`src/rtl/bf16_adder_if.sv`:
```
// Operand/result bundle for the bfloat16 adder.
//   valid_i, sa_i/ea_i/ma_i, sb_i/eb_i/mb_i : operand fields from the producer
//   valid_o, s_o/e_o/m_o                    : registered result back to the producer
// master = the side that supplies operands; slave = the adder itself.
interface bf16_adder_if;
   logic       valid_i;
   logic       sa_i;
   logic [7:0] ea_i;
   logic [6:0] ma_i;
   logic       sb_i;
   logic [7:0] eb_i;
   logic [6:0] mb_i;
   logic       valid_o;
   logic       s_o;
   logic [7:0] e_o;
   logic [6:0] m_o;

   modport master (
      output valid_i, sa_i, ea_i, ma_i, sb_i, eb_i, mb_i,
      input  valid_o, s_o, e_o, m_o
   );

   modport slave (
      input  valid_i, sa_i, ea_i, ma_i, sb_i, eb_i, mb_i,
      output valid_o, s_o, e_o, m_o
   );
endinterface

```
`src/rtl/bf16_adder.sv`:
```
// bfloat16 adder, c = a + b, round-to-nearest-even, one register stage.
// Subnormal operands are treated as zero and underflowing results flush to
// a signed zero.
//   clk    : clock, all state on the rising edge
//   nreset : synchronous active-low reset; clears valid_o and the result to +0
//   bus    : bf16_adder_if.slave carrying operand fields in and result out
module bf16_adder (
   input  logic         clk,
   input  logic         nreset,
   bf16_adder_if.slave  bus
);

   // operand classification
   logic a_zero, a_inf, a_nan, b_zero, b_inf, b_nan;

   // normal path
   logic              swap;
   logic              s_l, s_s;
   logic [7:0]        e_l, e_s, e_diff;
   logic [7:0]        m_l, m_s;
   logic [3:0]        sh;
   logic [10:0]       ext_l, ext_s, aligned;
   logic              lost;
   logic [11:0]       sum;
   logic [3:0]        lzc, lzc_eff;
   logic              found;
   logic [10:0]       norm;
   logic              round_up;
   logic [8:0]        mant_r;
   logic [6:0]        frac_r;
   logic signed [9:0] exp_r;

   logic [15:0] res_next;
   logic [15:0] res_reg;
   logic        valid_reg;

   always_comb begin
      a_zero = (bus.ea_i == 8'h00);
      b_zero = (bus.eb_i == 8'h00);
      a_inf  = (bus.ea_i == 8'hFF) && (bus.ma_i == 7'h00);
      b_inf  = (bus.eb_i == 8'hFF) && (bus.mb_i == 7'h00);
      a_nan  = (bus.ea_i == 8'hFF) && (bus.ma_i != 7'h00);
      b_nan  = (bus.eb_i == 8'hFF) && (bus.mb_i != 7'h00);

      // Order operands so the larger magnitude is "l"; the sign of the result
      // then always comes from s_l and the subtraction never goes negative.
      swap = ({bus.ea_i, bus.ma_i} < {bus.eb_i, bus.mb_i});
      s_l  = swap ? bus.sb_i : bus.sa_i;
      e_l  = swap ? bus.eb_i : bus.ea_i;
      m_l  = {1'b1, (swap ? bus.mb_i : bus.ma_i)};
      s_s  = swap ? bus.sa_i : bus.sb_i;
      e_s  = swap ? bus.ea_i : bus.eb_i;
      m_s  = {1'b1, (swap ? bus.ma_i : bus.mb_i)};

      // Alignment: significand extended with guard/round/sticky positions.
      // Beyond 10 places the whole small operand already sits in the sticky bit.
      e_diff  = e_l - e_s;
      sh      = (e_diff > 8'd10) ? 4'd10 : e_diff[3:0];
      ext_l   = {m_l, 3'b000};
      ext_s   = {m_s, 3'b000};
      lost    = |(ext_s & ((11'd1 << sh) - 11'd1));
      aligned = (ext_s >> sh) | {10'b0, lost};

      if (s_l == s_s)
         sum = {1'b0, ext_l} + {1'b0, aligned};
      else
         sum = {1'b0, ext_l} - {1'b0, aligned};

      // Leading-zero count over the 11-bit magnitude (carry bit handled apart).
      lzc   = 4'd0;
      found = 1'b0;
      for (int i = 10; i >= 0; i--) begin
         if (!found && sum[i]) begin
            lzc   = 4'(10 - i);
            found = 1'b1;
         end
      end

      if (sum[11]) begin
         // carry out: shift right one, folding the dropped bit into sticky
         norm    = {sum[11:2], sum[1] | sum[0]};
         lzc_eff = 4'd0;
      end else begin
         norm    = sum[10:0] << lzc;
         lzc_eff = lzc;
      end

      // Ties-to-even: round up on guard when round/sticky are set or lsb is odd.
      round_up = norm[2] & (norm[1] | norm[0] | norm[3]);
      mant_r   = {1'b0, norm[10:3]} + {8'b0, round_up};
      // A rounding carry only happens from 1.1111111, leaving 1.0000000.
      frac_r   = mant_r[8] ? mant_r[7:1] : mant_r[6:0];
      exp_r    = {2'b00, e_l} + {9'b0, sum[11]} - {6'b0, lzc_eff} + {9'b0, mant_r[8]};

      // Result selection, specials first.
      if (a_nan || b_nan)
         res_next = {1'b0, 8'hFF, 7'h40};
      else if (a_inf && b_inf && (bus.sa_i != bus.sb_i))
         res_next = {1'b0, 8'hFF, 7'h40};
      else if (a_inf)
         res_next = {bus.sa_i, 8'hFF, 7'h00};
      else if (b_inf)
         res_next = {bus.sb_i, 8'hFF, 7'h00};
      else if (a_zero && b_zero)
         res_next = {bus.sa_i & bus.sb_i, 8'h00, 7'h00};
      else if (a_zero)
         res_next = {bus.sb_i, bus.eb_i, bus.mb_i};
      else if (b_zero)
         res_next = {bus.sa_i, bus.ea_i, bus.ma_i};
      else if (sum == 12'd0)
         res_next = 16'h0000;
      else if (exp_r >= 10'sd255)
         res_next = {s_l, 8'hFF, 7'h00};
      else if (exp_r <= 10'sd0)
         res_next = {s_l, 8'h00, 7'h00};
      else
         res_next = {s_l, exp_r[7:0], frac_r};
   end

   always_ff @(posedge clk) begin
      if (!nreset) begin
         valid_reg <= 1'b0;
         res_reg   <= 16'h0000;
      end else begin
         valid_reg <= bus.valid_i;
         res_reg   <= res_next;
      end
   end

   assign bus.valid_o = valid_reg;
   assign bus.s_o     = res_reg[15];
   assign bus.e_o     = res_reg[14:7];
   assign bus.m_o     = res_reg[6:0];

endmodule

```
`src/flat_wrapper.sv`:
```
// flat-port wrapper written by rule: the top's interface ports become plain ports
module bf16_adder_flat 
  (clk, nreset, bus_valid_i, bus_sa_i, bus_ea_i, bus_ma_i, bus_sb_i, bus_eb_i, bus_mb_i, bus_valid_o, bus_s_o, bus_e_o, bus_m_o);
  bf16_adder_if bus_i ();
  input  logic clk;
  input  logic nreset;
  input wire logic [$bits(bus_i.valid_i)-1:0] bus_valid_i;
  input wire logic [$bits(bus_i.sa_i)-1:0] bus_sa_i;
  input wire logic [$bits(bus_i.ea_i)-1:0] bus_ea_i;
  input wire logic [$bits(bus_i.ma_i)-1:0] bus_ma_i;
  input wire logic [$bits(bus_i.sb_i)-1:0] bus_sb_i;
  input wire logic [$bits(bus_i.eb_i)-1:0] bus_eb_i;
  input wire logic [$bits(bus_i.mb_i)-1:0] bus_mb_i;
  output wire logic [$bits(bus_i.valid_o)-1:0] bus_valid_o;
  output wire logic [$bits(bus_i.s_o)-1:0] bus_s_o;
  output wire logic [$bits(bus_i.e_o)-1:0] bus_e_o;
  output wire logic [$bits(bus_i.m_o)-1:0] bus_m_o;
  assign bus_i.valid_i = bus_valid_i;
  assign bus_i.sa_i = bus_sa_i;
  assign bus_i.ea_i = bus_ea_i;
  assign bus_i.ma_i = bus_ma_i;
  assign bus_i.sb_i = bus_sb_i;
  assign bus_i.eb_i = bus_eb_i;
  assign bus_i.mb_i = bus_mb_i;
  assign bus_valid_o = bus_i.valid_o;
  assign bus_s_o = bus_i.s_o;
  assign bus_e_o = bus_i.e_o;
  assign bus_m_o = bus_i.m_o;
  bf16_adder u_core (.clk(clk), .nreset(nreset), .bus(bus_i));
endmodule
```
`config.mk`:
```
export PLATFORM = sky130hd
export DESIGN_NAME = bf16_adder_flat
export DESIGN_NICKNAME = d
export VERILOG_FILES = /design/src/rtl/bf16_adder_if.sv /design/src/rtl/bf16_adder.sv /design/src/flat_wrapper.sv
export SDC_FILE = /design/constraint.sdc
export NUM_CORES = 1
export LEC_CHECK = 0
export CORE_MARGIN = 4
export CORE_UTILIZATION = 50
export DETAILED_ROUTE_END_ITERATION = 12
export PLACE_DENSITY_LB_ADDON = 0.15
export SYNTH_ARGS = -nofsm -noshare
export SYNTH_HDL_FRONTEND = slang
export SYNTH_SLANG_ARGS = --single-unit
```
`constraint.sdc`:
```
create_clock -name clk -period 15 [get_ports clk]
set_clock_uncertainty 0.15 [all_clocks]
set_input_delay 3 -clock clk [delete_from_list [all_inputs] [get_ports clk]]
set_output_delay 3 -clock clk [all_outputs]
set_load 0.01 [all_outputs]
```
==> summary.md, run 1 <==
| Metric | Value |
|---|---|
| Worst hold-check path type | primary input to register |
| Starting Density | 0.516 |
| Share of layout cells above drive strength 1 | 0.168 |
| Yosys warns | 0 |
| First-pass GRT wire length | 33900 um |
| Worst relative slew slack | 0.193 |
| Number of flip-flops under the largest register name | 16 |
| CTS Buf Count | 3 |
| Layout net count | 1012 |
| Pwr/cell area | 95.8 nW/um2 |
| Synth Instances | 842 |
| Die area | 13100 um2 |
| Synth Cell Area | 5660 um2 |
| Routed Antenna Nets | 0 |
| Final slew viol count | 0 |
| FP Rows | 38 |
| CTS sink cnt | 17 |
| Vias in the first global route | 6529 |
| DPL Wire Length | 16600 um |
| Worst slack at placement | -381 ps |
| Outcome | finished, final reports clean |
| CP Max Fanout | 13 |
| Total wire length | 21300 um |
| CTS tree | built |
| Setup crit start kind | primary input |
| IO Port Bufs | 51 |
| Final Hold Fails | 0 |
| H-tree Lvls | 1 |
| Clock Pin Slew Worst Setup and Hold Paths | 50 ps |
| CTS hold repair buffers | 0 |
| Synth-to-Final Area Change | 23.7% |
| Clock root buffer | clkbuf_16 |
| Worst VDD drop | 114 uV |
| Via density | 6.77 |
| Total GRT Usage | 0.313 |
| Hold Path Origin | bus_mb_i[4] |
| Critical Path Max Stage Delay | 500 ps |
| Hold depth | 3 |
| Die height | 114 um |
| Setup ws final | 620 ps |
| Design area | 7010 um2 |
| Placed cell areas | 6680 um2 |
| CORE AREA | 11000 um2 |
| Largest net degree at the start of global routing | 56 |
| Worst-margin pin slew | 1210 ps |
| CP most frequent cell | a21oi_1 |
| Syn Area/Cell | 6.73 um2 |
| Hold path endpoint | u_core.res_reg[4] |
| Crit path arrival time | 14420 ps |
| DR pass1 iterations | 5 |
| Fin crit share | 0.959 |
| Req. time, crit path | 15040 ps |
| Crit path kind | primary input to register |
| Final min period | 14380 ps |
| Initial antenna violation count | 0 |
| Initial drt markers | 846 |
| Critical path's slowest cell | clkdlybuf4s50_1 |
| Post-Layout Cell Count | 1067 |
| Routed WL per cell | 20.0 um |
| Ys flop type | dfxtp_1 |
| Final setup viols | 0 |
| CTS max path bufs | 2 |
| Register area share after synthesis | 0.0601 |
| P_leak | 2.83 nW |
| CP endpoint kind | register |
| Unique cell type count in the Yosys netlist | 99 |
| Syn Nets | 926 |
| Remaining DRCs | 0 |
| Number of synthesized flops with an enable pin | 0 |
| Global route total overflow | 0 |
| I/O pin count | 52 |
| FF+latch count, synth | 17 |
| Die width | 114 um |
| Number of max-cap violations | 0 |
| Vias | 7228 |
| Inst Count DP | 1055 |
| Antenna Cells | 0 |
| Ys async rst share | 0 |
| Last weighted congestion value of the routability-driven placer | 1.02 |
| Achievable Freq | 69.5 MHz |
-- cell families (layout without fill, tap and decap cells) --
| group | after synthesis | in the layout | share of synthesized area |
|---|---|---|---|
| AO/OA/AOI/OAI | 322 | 322 | 0.408 |
| buffers and inverters | 95 | 180 | 0.0689 |
| XOR/XNOR | 29 | 29 | 0.0462 |
| flip-flops | 17 | 17 | 0.0601 |
| AND/OR/NAND/NOR | 311 | 311 | 0.271 |
| adder cells (fa/ha/maj) | 49 | 49 | 0.111 |
| multiplexers | 19 | 19 | 0.0347 |
-- per-layer routing --
| layer | vias up | wire length (um) | GRT usage | share of wire |
|---|---|---|---|---|
| li1 | 3339 | - | - | - |
| met1 | 3319 | 9130 | 0.466 | 0.43 |
| met2 | 500 | 9070 | 0.460 | 0.43 |
| met3 | 70 | 2450 | 0.0513 | 0.12 |
| met4 | 0 | 671 | 0.0887 | 0.031 |
| met5 | - | 0 | 0 | 0 |
-- layout make-up --
cell class	count	area [um2]
flip-flops and latches	17	340
repair buffers	124	1080
multi-input cells	730	5130
fillers	973	3980
clock buffers	4	78.8
inverters	52	195
well taps	140	175
-- worst max path at each step --
| stage | startpoint | endpoint | slack, ps |
|---|---|---|---|
| CTS | bus_eb_i[3] | u_core.res_reg[6] | 10 |
| detailed placement | bus_eb_i[3] | u_core.res_reg[6] | -380 |
| global placement | bus_eb_i[3] | u_core.res_reg[0] | -10 |
| global route | bus_eb_i[1] | u_core.res_reg[0] | -170 |
| floorplan | bus_eb_i[4] | u_core.res_reg[6] | 10 |
| finish | bus_eb_i[1] | u_core.res_reg[0] | 620 |
-- stage by stage --
stage | hold WS (ps) | total power, mW | utilization | TNS [ps]
2_1_floorplan | 2980 | 0.411 | - | 0
3_3_place_gp | 3440 | 0.565 | 0.608 | -24.1
3_5_place_dp | 3440 | 0.572 | 0.608 | -2550
4_1_cts | 3190 | 0.630 | 0.616 | 0
5_1_grt | 3090 | 0.717 | 0.638 | -1040
6_report | 3070 | 0.671 | 0.638 | 0
-- power breakdown --
part           internal (mW)  switching (mW)  leakage [nW]
clock                 0.0361          0.0170        0.0382
sequential            0.0564         0.00288         0.140
combinational          0.231           0.327          2.65
total                  0.324           0.347          2.83
-- what timing repair did --
action | 4_1_cts | 5_1_grt
buffers inserted | 0 | 8
pin swaps | 0 | 22
resized for setup | 2 | 54
endpoints found under the hold margin | 0 | 0
setup endpoints to repair | 8 | 15
-- critical path, delay by kind of cell --
kind	cells	cell delay [ps]
xor gates and xnor gates	2	500
AOI/OAI and AO/OA	31	5150
and+or+nand+nor	14	2050
adders and majority gates	7	1800
muxes	2	560
buffers and inverters	9	1330
-- cell usage after synthesis (all sizes together), types with 15 or more instances --
master  instances  area [um2]
dfxtp          17         340
nor3           21         110
a21oi          69         357
a31oi          15         100
o211ai         15         126
nand3          29         150
nand2         111         417
a211oi         15         118
inv            50         188
xnor2          19         174
clkbuf         29         109
ha             47         588
nor2           70         270
nand4          19         146
o21ai          66         334
-- cells in the final DEF, fill, tap and decap left out, types with 12 or more instances in the layout --
cell / count
a21oi_1: 63
a31oi_1: 14
buf_4: 72
clkdlybuf4s50_1: 46
dfxtp_1: 17
ha_1: 40
inv_1: 48
mux2i_1: 14
nand2_1: 110
nand3_1: 28
nand4_1: 16
nor2_1: 62
nor3_1: 19
o211ai_1: 14
o21ai_0: 58
o31ai_1: 12
xnor2_1: 18
No activity file was read; power rests on OpenSTA's default activity.
==> inputs of run 2 (changes only) <==
- GPL_TIMING_DRIVEN: unset -> 0
==> summary.md, run 2 (synthesis results as in run 1) <==
| Metric | Value |
|---|---|
| First-pass GRT wire length | 33700 um (-0.61%) |
| CTS max path bufs | 2 (unchanged) |
| Crit path arrival time | 14520 ps (+100 ps) |
| Req. time, crit path | 15030 ps (about the same) |
| Final Util | 0.650 (+0.0118) |
| Worst-margin pin slew | 796 ps (-412 ps) |
| Fin crit share | 0.966 (+0.00775) |
| CTS tree | built |
| Routed Antenna Nets | 0 (unchanged) |
| DR pass1 iterations | 5 (unchanged) |
| CP endpoint kind | register |
| Most common cell after layout, fill and taps aside | nand2_1 |
| Total GRT Usage | 0.310 (-0.00267) |
| Antenna Cells | 0 (unchanged) |
| Worst slack at placement | -2890 ps (-2510 ps) |
| Number of max-cap violations | 0 (unchanged) |
| Largest net degree at the start of global routing | 20 (-64%) |
| Achievable Freq | 69.0 MHz (-0.80%) |
| Worst VDD drop | 102 uV (-10%) |
| Initial antenna violation count | 0 (unchanged) |
| Setup TNS after final layout | 0 ps (unchanged) |
| Total wire length | 21400 um (+0.55%) |
| Critical path's slowest cell | a211o_4 |
| Final min period | 14500 ps (+116 ps) |
| Final Hold Fails | 0 (unchanged) |
| I/O pin count | 52 (unchanged) |
| Clock Pin Slew Worst Setup and Hold Paths | 50 ps (about the same) |
| Vias in the first global route | 6729 (+3.1%) |
| Hold depth | 3 (unchanged) |
| Die width | 114 um (unchanged) |
| Critical Path Max Stage Delay | 410 ps (-90 ps) |
| Die area | 13100 um2 (unchanged) |
| Setup crit start kind | primary input |
| Routed WL per cell | 20.1 um (+0.55%) |
| Clock root buffer | clkbuf_16 |
| Initial drt markers | 1061 (+25%) |
| H-tree Lvls | 1 (unchanged) |
| CORE AREA | 11000 um2 (unchanged) |
| P_leak | 2.87 nW (+1.6%) |
| CTS Buf Count | 3 (unchanged) |
| Worst relative slew slack | 0.465 (+0.273) |
| Worst hold-check path type | primary input to register |
| IO Port Bufs | 51 (unchanged) |
| CP most frequent cell | a21oi_1 |
| Vias | 7248 (+0.28%) |
| Global route total overflow | 0 (unchanged) |
| Share of layout cells above drive strength 1 | 0.181 (+0.0129) |
| Outcome | finished, final reports clean |
| CTS hold repair buffers | 0 (unchanged) |
| Final setup viols | 0 (unchanged) |
| Setup ws final | 504 ps (-116 ps) |
| CTS sink cnt | 17 (unchanged) |
| Hold_ws | 3110 ps (+40.5 ps) |
| Final slew viol count | 0 (unchanged) |
| CP Max Fanout | 19 (+6) |
| Hold path endpoint | u_core.res_reg[4] |
| Commonest cells after routing, fill and taps aside | nand2_1 (107), nor2_1 (63), a21oi_1 (61) |
| Via density | 6.79 (+0.28%) |
| Synth-to-Final Area Change | 26.0% |
| Crit path kind | primary input to register |
| DPL Wire Length | 16700 um (+0.55%) |
| Starting Density | 0.516 (unchanged) |
| Last weighted congestion value of the routability-driven placer | 1.09 (+6.4%) |
| FP Rows | 38 (unchanged) |
| Filler instances | 1009 (+3.7%) |
| Die height | 114 um (unchanged) |
| Layout net count | 1012 (unchanged) |
| Remaining DRCs | 0 (unchanged) |
| Pwr/cell area | 96.5 nW/um2 (+0.80%) |
| Number of flip-flops under the largest register name | 16 (unchanged) |
| Hold Path Origin | bus_mb_i[4] |
run 2: cell types whose count changed in the layout (fill, tap and decap cells not counted), moves of 4 or more:
cell             before  now
buf_4                72   35
clkbuf_1              1   21
clkdlybuf4s50_1      46   29
dlymetal6s2s_1        5   15
buf_6                 0    8
buf_2                 0    5
clkbuf_2              0    5
inv_1                48   43
inv_2                 2    7
ha_1                 40   36
nor2_2                6    2
o21ai_2               0    4
run 2: layout make-up:
| class | instances | area, um2 | share of cell area |
|---|---|---|---|
| multi-input combinational | 730 | 5330 | 0.747 |
| timing repair buffer | 86 | 785 | 0.110 |
| sequential | 17 | 340 | 0.0477 |
| buffer | 38 | 229 | 0.0321 |
| inverter | 52 | 195 | 0.0274 |
| tap | 140 | 175 | 0.0245 |
| clock buffer | 4 | 78.8 | 0.0110 |
run 2: through the flow:
| step | power [mW] | area, um2 | std cells |
|---|---|---|---|
| after CTS | 0.629 | 6710 | 1050 |
| final | 0.689 | 7140 | 1067 |
| after global placement | 0.537 | 6360 | 1033 |
| after floorplan | 0.411 | 5670 | 842 |
| after detailed placement | 0.545 | 6360 | 1034 |
| after global routing | 0.734 | 7140 | 1067 |
run 2: power by group:
| part | switching [mW] | internal (mW) | total [mW] | leakage [nW] |
|---|---|---|---|---|
| registers | 0.00265 | 0.0564 | 0.0590 | 0.140 |
| logic | 0.339 | 0.239 | 0.579 | 2.70 |
| clock network | 0.0152 | 0.0359 | 0.0512 | 0.0382 |
| total | 0.357 | 0.332 | 0.689 | 2.87 |
run 2: repair_timing:
action / in CTS / in global routing
hold endpoints to repair: 0 / 0
gates resized for setup: 55 / 96
endpoints found under the setup margin: 15 / 15
pin swaps: 12 / 30
setup buffers: 16 / 18
run 2: per-layer routing:
metal	GRT usage	wire [um]
met1	0.441	9380
met2	0.496	9550
met3	0.0365	2020
met4	0.0808	491
met5	0	0
run 2: worst max path at each step:
stage / from / end / slack [ps] / cells past startpoint
2_1_floorplan: bus_eb_i[4] / u_core.res_reg[6] / 10 / 65
3_3_place_gp: bus_eb_i[4] / u_core.res_reg[6] / -2650 / 67
3_5_place_dp: bus_eb_i[4] / u_core.res_reg[6] / -2890 / 67
4_1_cts: bus_ea_i[4] / u_core.res_reg[0] / 10 / 66
5_1_grt: bus_ea_i[6] / u_core.res_reg[0] / -60 / 68
6_report: bus_eb_i[3] / u_core.res_reg[0] / 500 / 67
run 2: worst max-delay path: cells and delay by family:
kind	cells	cell delay, ps
AO/OA/AOI/OAI	30	5250
AND/OR/NAND/NOR	14	2280
buffers and inverters	13	1650
adder cells (fa/ha/maj)	6	1640
multiplexers	2	420
XOR/XNOR	2	310
